===== src/rtl/bus_pkg.sv =====
// Shared types and width helpers for the data bus router and its timeout counter.
package bus_pkg;

    typedef enum logic [1:0] {
        ST_IDLE   = 2'd0,
        ST_ACCESS = 2'd1,
        ST_RESP   = 2'd2
    } bus_state_e;

    // Wide enough for the largest supported TIMEOUT (255).
    localparam int CTR_W = 8;

    function automatic int sel_width(input int num_slv);
        return (num_slv > 1) ? $clog2(num_slv) : 1;
    endfunction

    function automatic int be_width(input int data_w);
        return data_w / 8;
    endfunction

endpackage


===== src/rtl/bus_timeout_ctr.sv =====
// Counts ACCESS cycles without a slave response; hit flags the cycle that exhausts the budget.
module bus_timeout_ctr
    import bus_pkg::*;
#(
    parameter int TIMEOUT = 15
) (
    input  logic clk,
    input  logic rst_n,
    input  logic clr,
    input  logic en,
    output logic hit
);

    logic [CTR_W-1:0] cnt;

    always_ff @(posedge clk or negedge rst_n) begin
        if (!rst_n) begin
            cnt <= '0;
        end else if (clr) begin
            cnt <= '0;
        end else if (en) begin
            cnt <= cnt + CTR_W'(1);
        end
    end

    // The TIMEOUT-th waiting cycle is the one that sees cnt == TIMEOUT-1.
    assign hit = en && (cnt == CTR_W'(TIMEOUT - 1));

endmodule


===== src/rtl/data_bus_router.sv =====
// Single-master to NUM_SLV-slave bus router: decodes the slot from the top address bits,
// drives one slave at a time and returns a one-cycle completion with data or bus error.
module data_bus_router
    import bus_pkg::*;
#(
    parameter int ADDR_W  = 10,
    parameter int DATA_W  = 32,
    parameter int NUM_SLV = 2,
    parameter int TIMEOUT = 15
) (
    input  logic                      clk,
    input  logic                      rst_n,
    input  logic                      m_req,
    input  logic                      m_write,
    input  logic [ADDR_W-1:0]         m_addr,
    input  logic [DATA_W-1:0]         m_wdata,
    input  logic [DATA_W/8-1:0]       m_width,
    output logic                      m_ready,
    output logic [DATA_W-1:0]         m_rdata,
    output logic                      m_err,
    output logic [NUM_SLV-1:0]        s_req,
    output logic                      s_write,
    output logic [ADDR_W-1:0]         s_addr,
    output logic [DATA_W-1:0]         s_wdata,
    output logic [DATA_W/8-1:0]       s_width,
    input  logic [NUM_SLV-1:0]        s_ready,
    input  logic [NUM_SLV*DATA_W-1:0] s_rdata
);

    localparam int SEL_W = sel_width(NUM_SLV);
    localparam int BE_W  = be_width(DATA_W);

    bus_state_e        state, state_nxt;
    logic [SEL_W-1:0]  slot_in, slot_q;
    logic              slot_ok, accept;
    logic              sel_ready;
    logic [DATA_W-1:0] sel_rdata;
    logic [DATA_W-1:0] rdata_q;
    logic              err_q;
    logic              to_clr, to_en, to_hit;

    assign slot_in = m_addr[ADDR_W-1 -: SEL_W];
    assign slot_ok = 32'(slot_in) < 32'(NUM_SLV);
    assign accept  = (state == ST_IDLE) && m_req;

    // Only the addressed slave's ready and data are looked at.
    always_comb begin
        sel_ready = 1'b0;
        sel_rdata = '0;
        for (int k = 0; k < NUM_SLV; k++) begin
            if (slot_q == SEL_W'(k)) begin
                sel_ready = s_ready[k];
                sel_rdata = s_rdata[k*DATA_W +: DATA_W];
            end
        end
    end

    assign to_clr = accept && slot_ok;
    assign to_en  = (state == ST_ACCESS) && !sel_ready;

    bus_timeout_ctr #(
        .TIMEOUT (TIMEOUT)
    ) u_timeout (
        .clk   (clk),
        .rst_n (rst_n),
        .clr   (to_clr),
        .en    (to_en),
        .hit   (to_hit)
    );

    always_ff @(posedge clk or negedge rst_n) begin
        if (!rst_n) begin
            state <= ST_IDLE;
        end else begin
            state <= state_nxt;
        end
    end

    always_comb begin
        state_nxt = state;
        case (state)
            ST_IDLE:   if (m_req) state_nxt = slot_ok ? ST_ACCESS : ST_RESP;
            ST_ACCESS: if (sel_ready || to_hit) state_nxt = ST_RESP;
            ST_RESP:   state_nxt = ST_IDLE;
            default:   state_nxt = ST_IDLE;
        endcase
    end

    // Request registers double as the slave-side bus, so they stay stable through ACCESS.
    always_ff @(posedge clk or negedge rst_n) begin
        if (!rst_n) begin
            s_write <= 1'b0;
            s_addr  <= '0;
            s_wdata <= '0;
            s_width <= '0;
            slot_q  <= '0;
        end else if (accept) begin
            s_write <= m_write;
            s_addr  <= m_addr;
            s_wdata <= m_wdata;
            s_width <= BE_W'(m_width);
            slot_q  <= slot_in;
        end
    end

    always_ff @(posedge clk or negedge rst_n) begin
        if (!rst_n) begin
            rdata_q <= '0;
            err_q   <= 1'b0;
        end else if (accept && !slot_ok) begin
            rdata_q <= '0;
            err_q   <= 1'b1;
        end else if (state == ST_ACCESS) begin
            // Ready beats a coincident timeout.
            if (sel_ready) begin
                rdata_q <= s_write ? '0 : sel_rdata;
                err_q   <= 1'b0;
            end else if (to_hit) begin
                rdata_q <= '0;
                err_q   <= 1'b1;
            end
        end
    end

    always_comb begin
        s_req = '0;
        if (state == ST_ACCESS) begin
            for (int k = 0; k < NUM_SLV; k++) begin
                s_req[k] = (slot_q == SEL_W'(k));
            end
        end
    end

    assign m_ready = (state == ST_RESP);
    assign m_err   = m_ready && err_q;
    assign m_rdata = m_ready ? rdata_q : '0;

endmodule


===== config.mk =====
export PLATFORM = sky130hd
export DESIGN_NAME = data_bus_router
export DESIGN_NICKNAME = d
export VERILOG_FILES = /design/src/rtl/bus_pkg.sv /design/src/rtl/bus_timeout_ctr.sv /design/src/rtl/data_bus_router.sv
export SDC_FILE = /design/constraint.sdc
export NUM_CORES = 1
export LEC_CHECK = 0
export CORE_ASPECT_RATIO = 1.2
export CORE_UTILIZATION = 35
export CTS_BUF_LIST = sky130_fd_sc_hd__clkbuf_4 sky130_fd_sc_hd__clkbuf_8
export DETAILED_ROUTE_END_ITERATION = 10
export PLACE_DENSITY = 0.71
export SLEW_MARGIN = 0
export SYNTH_ARGS = -nofsm -noshare
export SYNTH_HDL_FRONTEND = slang
export SYNTH_SLANG_ARGS = --single-unit
export TNS_END_PERCENT = 20

===== constraint.sdc =====
create_clock -name clk -period 1.95 [get_ports clk]
set_input_delay 0.195 -clock clk [delete_from_list [all_inputs] [get_ports clk]]
set_output_delay 0.195 -clock clk [all_outputs]
set_load 0.05 [all_outputs]

; Yosys cells after proc, flatten, opt, wreduce, memory -nomap -nowiden
; Cells that the tools add are included.
[word_totals]
out_inout_bits = 83
memories = 0
regBits = 91
elab_cells = 41
latchBits = 0
romBits = 0
mem_bits_rw = 0
[op_classes]
bitwise = 1
div_mod_pow = 0
n_eq_ne = 5
n_lt_le_gt_ge = 0
mux = 14
n_reduce_logical = 11
n_shift = 0
add_sub_neg = 1
multipliers = 0
[op_table]
columns = cell, count
row1 = 32-bit two-way mux, 5
row2 = 8-bit two-way mux, 2
row3 = "8-bit by 1-bit adder with 8-bit output, second input constant", 1
row4 = "8-bit by 4-bit equality test with 1-bit output, second input constant", 1
row5 = 2-bit two-way mux, 3
row6 = 1-bit logical AND, 4
row7 = 2-bit one-hot mux with 2 select lines, 1
row8 = 2-bit AND reduction, 2
row9 = 2-bit nonzero test, 2
row10 = 1-bit two-way mux, 3
row11 = "2-bit by 1-bit equality test with 1-bit output, second input constant", 1
row12 = "2-bit equality test, second input constant", 1
row13 = 2-bit logical NOT, 1
row14 = "2-bit by 1-bit inequality test with 1-bit output, second input constant", 1
row15 = "2-bit inequality test, second input constant", 1
row16 = 1-bit logical NOT, 1
row17 = 1-bit logical OR, 1
row18 = 1-bit inverter, 1

; Depth between registers and ports, before layout
; Gate-level depths: netlist (run 1).
[logic_depth]
word_depth = 7
depth_mapped = 7
depth_no_buf = 5

; Cells and area by module
; Synthesis (run 1) repeated with hierarchy kept, for this count alone.
[hier_totals]
hier_cells = 301
hier_area_um2 = 4031.4
[modules_own_cells]
columns = module, area_per_inst_um2, cells_each, n_inst, seq_area_each_um2
row1 = data_bus_router, 3621.0, 260, 1, 2052.0
row2 = bus_timeout_ctr, 410.4, 41, 1, 200.2

; Least setup slack after synthesis (run 1)
; OpenSTA, ideal clock, no wires.
[synth_path]
path_kind = reg2out
start = reg state[0]
end = out m_rdata[22]
slack_ps = -38
arrival_ps = 1793
path_stages_with_launch = 4
path_buffers = 1
required_ps = 1755
cell_sequence = dfrtp_1 nor2b_1 clkbuf_1 and2_1
[synth_via]
elab_chain_cells = 2
[synth_lines]
columns = element, line_no
row1 = from (decl), data_bus_router.sv:33  ; bus_state_e state, state_nxt;
row2 = from (signal assigned), data_bus_router.sv:75  ; state <= state_nxt;
row3 = 2-bit equality test, data_bus_router.sv:134  ; assign m_ready = (state == ST_RESP);
row4 = net m_ready, data_bus_router.sv:18  ; output logic m_ready,
row5 = 32-bit two-way mux, data_bus_router.sv:136  ; assign m_rdata = m_ready ? rdata_q : '0;
row6 = to (decl), data_bus_router.sv:19  ; output logic [DATA_W-1:0] m_rdata,
; The timed path passes the listed nets, and every way through them passes these cells.

; Worst setup path in the final report (run 1)
[layout_path]
start = reg state[0]
end = out m_rdata[7]
[layout_via]
elab_chain_cells = 2
[layout_lines]
columns = element, line_no
row1 = 2-bit equality test, data_bus_router.sv:134
row2 = 32-bit two-way mux, data_bus_router.sv:136
; Every way passes these cells.

==> reports/results.txt, run 1 <==
The run finished with clean final reports. Top achievable clock speed: 553 MHz. STA classifies the critical path endpoint as an output pin. The largest buffer count on any clock path is 2, and the layout overhead on the synthesized area is 63.8%.

The tightest hold margin was 0.309 ns. The critical register-to-register path endpoint was err_q. The wire length of the first global-routing pass was 21200 µm; the transition at the pin with the smallest max-transition slack was 0.573 ns. The net switching share of the total power works out to 47.6%.

The first TritonRoute pass finished after 4 iterations. Number of diodes: 0. For flop-to-flop paths, the worst setup slack is 0.20 ns.

For the worst-skew pair, the clock arrives at the later sink with an insertion delay of 0.36 ns. During synthesis, Yosys emitted a total of 0 warnings. After floorplanning, the core was divided into 44 placement rows. Count of H-tree levels built during CTS: 3. Kind of start point of the critical path: a flop. For this run, the register share of the synthesized area comes to 51.4%. The largest net degree at the start of global routing is 53, and the effective utilization at floorplan is 36.0%. The most common cell in the synthesized netlist is sky130_fd_sc_hd__nand2_1. The power density of the placed cells works out to 1640 nW/µm². The final critical-path share of the clock period was 92.7%. The tools report the buffers inserted during post-CTS setup optimization as 0. Synthesis produced a netlist with a net count of 606. The path class of the tightest hold or removal check is input pin to asynchronous set/reset pin. For the final routed database, the setup TNS stands at 0 ns. For the worst flop-to-flop path, the logic depth is 6.

The HPWL after detailed placement is 9250 µm. For the portion of total power attributed to sequential cells, the log shows 27.6%. The routed layout has 4227 vias.

The routed length per placed instance came out at 15.3 µm. Data on the critical path is required at its endpoint by 1.75 ns. The die boundary height works out to 125 µm. Summed over all layers, the global routing overflow is 0.

The number of max-slew violations in the final report is 0, and the total of buffers placed on input and output ports is 198. In this run, CTS created clock tree buffers numbering 9. The internal power component is 6170 µW.

The net count of the finished layout is 790. Setup repair after global routing left no endpoint under its margin. The number of clock sinks was 90. Excluding fillers, the count of instances in the completed layout stands at 838. Counting every instance in the synthesized netlist gives 488. By area the synthesized netlist is led by sky130_fd_sc_hd__dfrtp_1 (51%), sky130_fd_sc_hd__nand2_1 (15%), sky130_fd_sc_hd__o211ai_1 (11%), sky130_fd_sc_hd__a22oi_1 (5.5%), sky130_fd_sc_hd__and2_1 (4.9%). Die boundary width: 104 µm. The cell sitting at the root of the clock tree is a sky130_fd_sc_hd__clkbuf_8.

The synthesized design contains 90 register bits. The fraction of synthesis flops using an asynchronous set or reset pin was 100%. In the synthesized netlist the dominant register cell turns out to be sky130_fd_sc_hd__dfrtp_1. The number of endpoints with negative hold slack in the final report is 0. The congestion estimate from routability-driven global placement came to 0.782.

The number of antenna violations at the first check in global routing is 0, and the wire length reported by the detailed router is 12800 µm. After the first detailed-routing iteration, the DRC count stood at 297. The critical path in this run is classified as flop to output pin. The worst-case headroom to the max-slew limit was 61.7%. The arrival time reported for the critical path endpoint is 1.61 ns. The mapped cell area was 4380 µm²; the area of the die was 13000 µm².

The tools report the number of top-level pins as 199. The most critical setup path has its endpoint at m_rdata[7]. Max-cap violations in this run came to 0. Clock-pin slew was measured on the worst setup and hold paths at 0.09 ns. The clock share of power is 12.0%.

Once detail routing completed, the nets flagged for antenna violations numbered 0. Synthesis instantiated 36 different standard cells from the library. The commonest cells after synthesis are sky130_fd_sc_hd__nand2_1 (178), sky130_fd_sc_hd__dfrtp_1 (90), sky130_fd_sc_hd__o211ai_1 (64). The run gives 0 as the count of endpoints failing setup in the final report. The worst register-to-register path begins at u_timeout.cnt[0].

Yosys mapped a number of flops with a built-in enable equal to 0. After layout, the minimum clock period comes to 1.81 ns. After synthesis, the mean cell area works out to 8.98 µm². Number of instances in the placed design: 821. The synthesized design devotes to its leading area cell type 51.4% of total area. The via count of the first global-routing pass is 4279, and the final routed DRC violation total is 0. The cell leakage power is 0.00305 µW.

The maximum fanout along the worst path came out at 34. The combinational group share of total power came out at 60.4%. TritonCTS built the clock tree. The maximum vdd drop came out at 0.807 mV. The overall fraction of global-route tracks in use came out at 20.5%. Launch point of the worst path: state[0]. The biggest area consumer among synthesized cells was sky130_fd_sc_hd__dfrtp_1. Using the TritonRoute via totals, the vias-per-cell ratio works out to 5.04.

Clock tree skew after final layout: 0.00687 ns. For this design the total switching power over the nets is 5610 µW. In the final layout, the share of cells above drive strength 1 is 11.7%. In this run the standard cell core region covers 12200 µm².
[critical path, stage by stage, from the launching register on]
cell,delay [ns]
sky130_fd_sc_hd__dfrtp_2,0.47
sky130_fd_sc_hd__nor2b_1,0.17
sky130_fd_sc_hd__buf_6,0.25
sky130_fd_sc_hd__and2_1,0.21
sky130_fd_sc_hd__buf_12,0.15
[worst min-delay path by stage]
| stage | startpoint | to | slack, ns | depth (start not counted) |
|---|---|---|---|---|
| detailed placement | rst_n | rdata_q[5] | 0.14 | 1 |
| finish | rst_n | rdata_q[4] | 0.31 | 2 |
| global route | rst_n | rdata_q[7] | 0.31 | 2 |
| global placement | rst_n | rdata_q[5] | 0.13 | 1 |
| CTS | rst_n | rdata_q[5] | 0.29 | 2 |
| floorplan | rst_n | err_q | -0.10 | 0 |
[layout make-up]
type	count	area [µm²]
fillers	1022	4990
flip-flops and latches	90	2250
multi-input cells	353	1950
well taps	161	201
repair buffers	215	2530
inverters	3	11.3
clock buffers	10	131
clock inverters	6	90.1
[logic make-up after synthesis]
kind of cell               after synthesis  share of synthesized area [%]
and+or+nand+nor                        238                           24.2
AOI/OAI and AO/OA                      107                           17.9
DFF                                     90                           51.4
buffers and inverters                   45                           4.51
muxes                                    6                           1.40
adders and majority gates                2                          0.571
[power by group through the flow]
stage          clock, µW  combinational (µW)  sequential (µW)
6_report            1420                7110             3260
5_1_grt             1530                7580             3370
4_1_cts             1470                7180             3260
3_5_place_dp           0                7170             3280
3_3_place_gp           0                7030             3230
2_1_floorplan          0                2790             4790
[metal layers]
layer  global-route usage, %  vias up  routed length (µm)
met5                       0        -                   0
met4                    7.14        0                 213
met3                    5.65       20                 918
met2                    35.0      154                6260
met1                    24.6     2016                5420
li1                        -     2037                   -
[state kept, by name, indices dropped and copies added (netlist names)]
name,cells
err_q,1
rdata_q,32
s_addr,10
s_wdata,32
s_width,4
s_write,1
state,2
u_timeout.cnt,8
[layout by cell type (no fill, tap or decap), types with 2 or more instances in the layout]
cell type	instances
sky130_fd_sc_hd__ha_1	2
sky130_fd_sc_hd__nand2_1	178
sky130_fd_sc_hd__mux2i_1	4
sky130_fd_sc_hd__nor3_1	4
sky130_fd_sc_hd__o21ai_0	3
sky130_fd_sc_hd__dfrtp_1	88
sky130_fd_sc_hd__a22oi_1	32
sky130_fd_sc_hd__clkdlybuf4s50_1	160
sky130_fd_sc_hd__clkbuf_8	9
sky130_fd_sc_hd__bufinv_16	2
sky130_fd_sc_hd__or3_1	2
sky130_fd_sc_hd__and2b_1	2
sky130_fd_sc_hd__buf_12	41
sky130_fd_sc_hd__nand2b_1	2
sky130_fd_sc_hd__and2_1	34
sky130_fd_sc_hd__inv_1	3
sky130_fd_sc_hd__buf_4	12
sky130_fd_sc_hd__nand3_1	2
sky130_fd_sc_hd__o211ai_1	64
sky130_fd_sc_hd__a21oi_1	5
sky130_fd_sc_hd__dfrtp_2	2
[through the flow]
step           power (µW)  utilization (%)  worst slack (ns)  area [µm²]
2_1_floorplan        7580                -             0.187        4380
3_3_place_gp        10300             57.0             0.184        6930
3_5_place_dp        10500             57.0             0.188        6930
4_1_cts             11900             58.9            0.0323        7170
5_1_grt             12500             59.0            0.0115        7170
6_report            11800             59.0             0.143        7170
[repair_timing]
action | 4_1_cts | 5_1_grt
gates resized for setup | 0 | 4
setup endpoints to repair | 0 | 34
endpoints found under the hold margin | 26 | 0
hold buffers | 1 | 0
No activity file was read; power rests on OpenSTA's default activity.
==> inputs of run 2 (changes only) <==
Settings changed: CELL_PAD_IN_SITES_DETAIL_PLACEMENT from default to 1, CELL_PAD_IN_SITES_GLOBAL_PLACEMENT from default to 1, CORE_ASPECT_RATIO 1.2 to default, CORE_UTILIZATION 35 to 31, PLACE_DENSITY 0.71 to 0.85.
==> run 2 against run 1 <==
Against the previous run:
- non-clock buffer count is 6 higher
- worst hold slack better by 0.044 ns
- sequential share of layout area is 0.050 points lower
- fmax grew 0.38%
- clock power down 13%
- via count up 4.4%
- critical path type unchanged
- largest cell class unchanged
==> reports/results.txt, run 2 (synthesized netlist as in run 1, its figures left out) <==
The cell leakage power was 0.00306 µW. The run gives 40 as the largest net degree at the start of global routing. Setup violations remaining at the end of the flow were counted as 0. TritonCTS built the clock tree. The die boundary width is 121 µm, and the top achievable clock speed is 555 MHz. Walking the worst path, the cells encountered are nor2b_2 -> buf_4 -> and2_1 -> buf_12. Number of instances in the placed design: 846. The cell family contributing the most delay on the critical path is flip-flops. The via count of the first global-routing pass came out at 4768.

In this run, CTS created clock tree buffers numbering 9. At the worst endpoint, the required time is 1.75 ns. The largest registers in the layout are rdata_q (32), s_wdata (32), s_addr (10). The floorplan step set the die height to 121 µm. The root buffer cell was sky130_fd_sc_hd__clkbuf_8. In this run the core area contains 43 standard-cell rows. Once the floorplan was initialized, standard cells occupied 31.7% of the core.

The logs give 1527 for the layout filler cell count and 0.980 mV for the maximum vdd drop. From synthesis to final layout, the design area changed by 64.0%. The pre-antenna-repair detailed-routing pass consisted of 4 iterations. The startpoint identified for the worst register-to-register timing path is u_timeout.cnt[0]. The wire length reported by the detailed router was 15300 µm; the overall via count from detail_route was 4411. For the number of antenna violations at the first check in global routing, the log shows 0. Area of the die: 14600 µm². The flow ran to the end, and the final reports show no timing, DRC or antenna violations. In the layout the commonest cells are sky130_fd_sc_hd__nand2_1 (178), sky130_fd_sc_hd__clkdlybuf4s50_1 (160), sky130_fd_sc_hd__dfrtp_1 (89). The global placer's final weighted congestion was 0.775.

CTS built an H-tree with a depth of 3. The tools report the origin of the worst min-delay path as m_wdata[10]. The transition at the pin with the smallest max-transition slack came out at 0.564 ns. The finished cells cover 7180 µm². The total of buffers placed on input and output ports is 198.

For this run, the post-layout net count is 796. The critical path contains buffers and inverters numbering 2 combined. The clock drives 90 sinks. Using the TritonRoute via totals, the vias-per-cell ratio works out to 5.11.

Dividing the final minimum period by the clock period gives 92.3%. Global routing finished with a remaining overflow of 0. Leading cell type in the layout, fill and taps excluded: sky130_fd_sc_hd__nand2_1. STA classifies the critical path startpoint as a flop. In this run the remaining antenna-violating nets after routing total 0. The wire length of the first global-routing pass was 24400 µm. The total core area was 13800 µm².

Clock insertion delay at the later pin of the skew report: 0.37 ns. On the worst path, the slowest cell contributes a delay of 0.48 ns. After clock tree synthesis, the clock-pin slew on the worst setup and hold paths is 0.09 ns. The path class of the lowest-slack min-delay path is input pin to flop.

In this run, the number of DRC markers left after iteration 0 of detailed routing was 172. The buffers inserted during post-CTS setup optimization came out at 0. For the number of max-slew violations in the final report, the log shows 0. For the finished layout, the period the worst path requires is 1.80 ns. The run gives 6980 µm² as the area of placed instances.

For the final total negative setup slack, the log shows 0 ns. During I/O placement, the number of pins put on the boundary was 199. Of all nets on the critical path, the largest fanout is 20. The launch point of the worst path is state[0].

The tool flagged a number of max-cap violations equal to 0. The routed length per placed instance came out at 17.7 µm. For the worst setup path, the data arrival time is 1.61 ns. The slowest cell on the critical path was sky130_fd_sc_hd__dfrtp_1. Once detailed placement completed, the half-perimeter wirelength came to 11300 µm. The number of antenna diodes in the final layout is 0. Global routing consumed, over all layers together, 21.7% of the routing resources. The post-route netlist has 12.4% of its cells at a drive strength greater than 1. Setup repair after global routing left no endpoint under its margin. The number of standard cells in the final layout excluding fillers is 863, and the final routed DRC violation total is 0. Number of endpoints with negative hold slack in the final report: 0. Power spread over the standard cell area amounts to 1640 nW/µm². The start-to-end type of the worst setup path is flop to output pin. For the final database, setup skew stands at 0.0107 ns.

The worst-case headroom to the max-slew limit was 62.4%. The capturing element type of the critical path was an output pin. The tools report the largest buffer count on any clock path as 2.
run 2: cell types whose count changed in the layout (fill, tap and decap cells not counted), sizes merged:
cell | previous run | this run
buf | 54 | 60
bufinv | 2 | 0
clkbuf | 10 | 12
clkinv | 2 | 3
inv | 4 | 3
run 2: metrics by stage:
stage               utilization [%]  setup slack, ns  hold WS [ns]  power, µW
floorplan                         -            0.187        -0.101       7580
global placement               50.5            0.185         0.213      10300
detailed placement             50.5            0.150         0.223      10700
CTS                            51.9           0.0693         0.325      11900
global route                   51.9           0.0270         0.342      12500
finish                         51.9            0.150         0.353      11800
run 2: power by group:
| part | internal, µW | switching (µW) |
|---|---|---|
| clock network | 546 | 682 |
| logic | 2740 | 4530 |
| registers | 2710 | 584 |
| total | 5990 | 5800 |
run 2: final cells by class:
class                      instances  area, µm²  area share, %
clock inverter                     4       26.3          0.366
clock buffer                      12        159           2.21
timing repair buffer             221       2550           35.5
tap                              180        225           3.14
multi-input combinational        353       1960           27.2
inverter                           3       11.3          0.157
sequential                        90       2250           31.4
run 2: path summary, 6_finish.rpt:
check / slack [ns] / depth (start not counted) / endpoint
worst max-delay path: 0.15 / 4 / m_rdata[13]
worst min-delay path: 0.35 / 3 / s_wdata[10]
worst max register to register: 0.16 / 6 / rdata_q[20]
worst min register to register: 0.48 / 2 / s_addr[8]
max in group asynchronous: 0.95 / 3 / state[1]
min in group asynchronous: 0.37 / 2 / s_wdata[10]
run 2: tightest hold or removal path: cells and delay by family:
family | cells | cell delay, ns
buf+inv | 1 | 0.40
simple gates | 2 | 0.10
run 2: what timing repair did:
action / in CTS / in global routing
gates resized for setup: 0 / 2
hold endpoints to repair: 36 / 0
setup endpoints to repair: 0 / 11
hold buffers: 1 / 0
run 2: metal layers:
layer	track usage [%]	wire (µm)
met1	24.2	6100
met2	39.1	7770
met4	7.02	258
met3	6.81	1170
met5	0	0
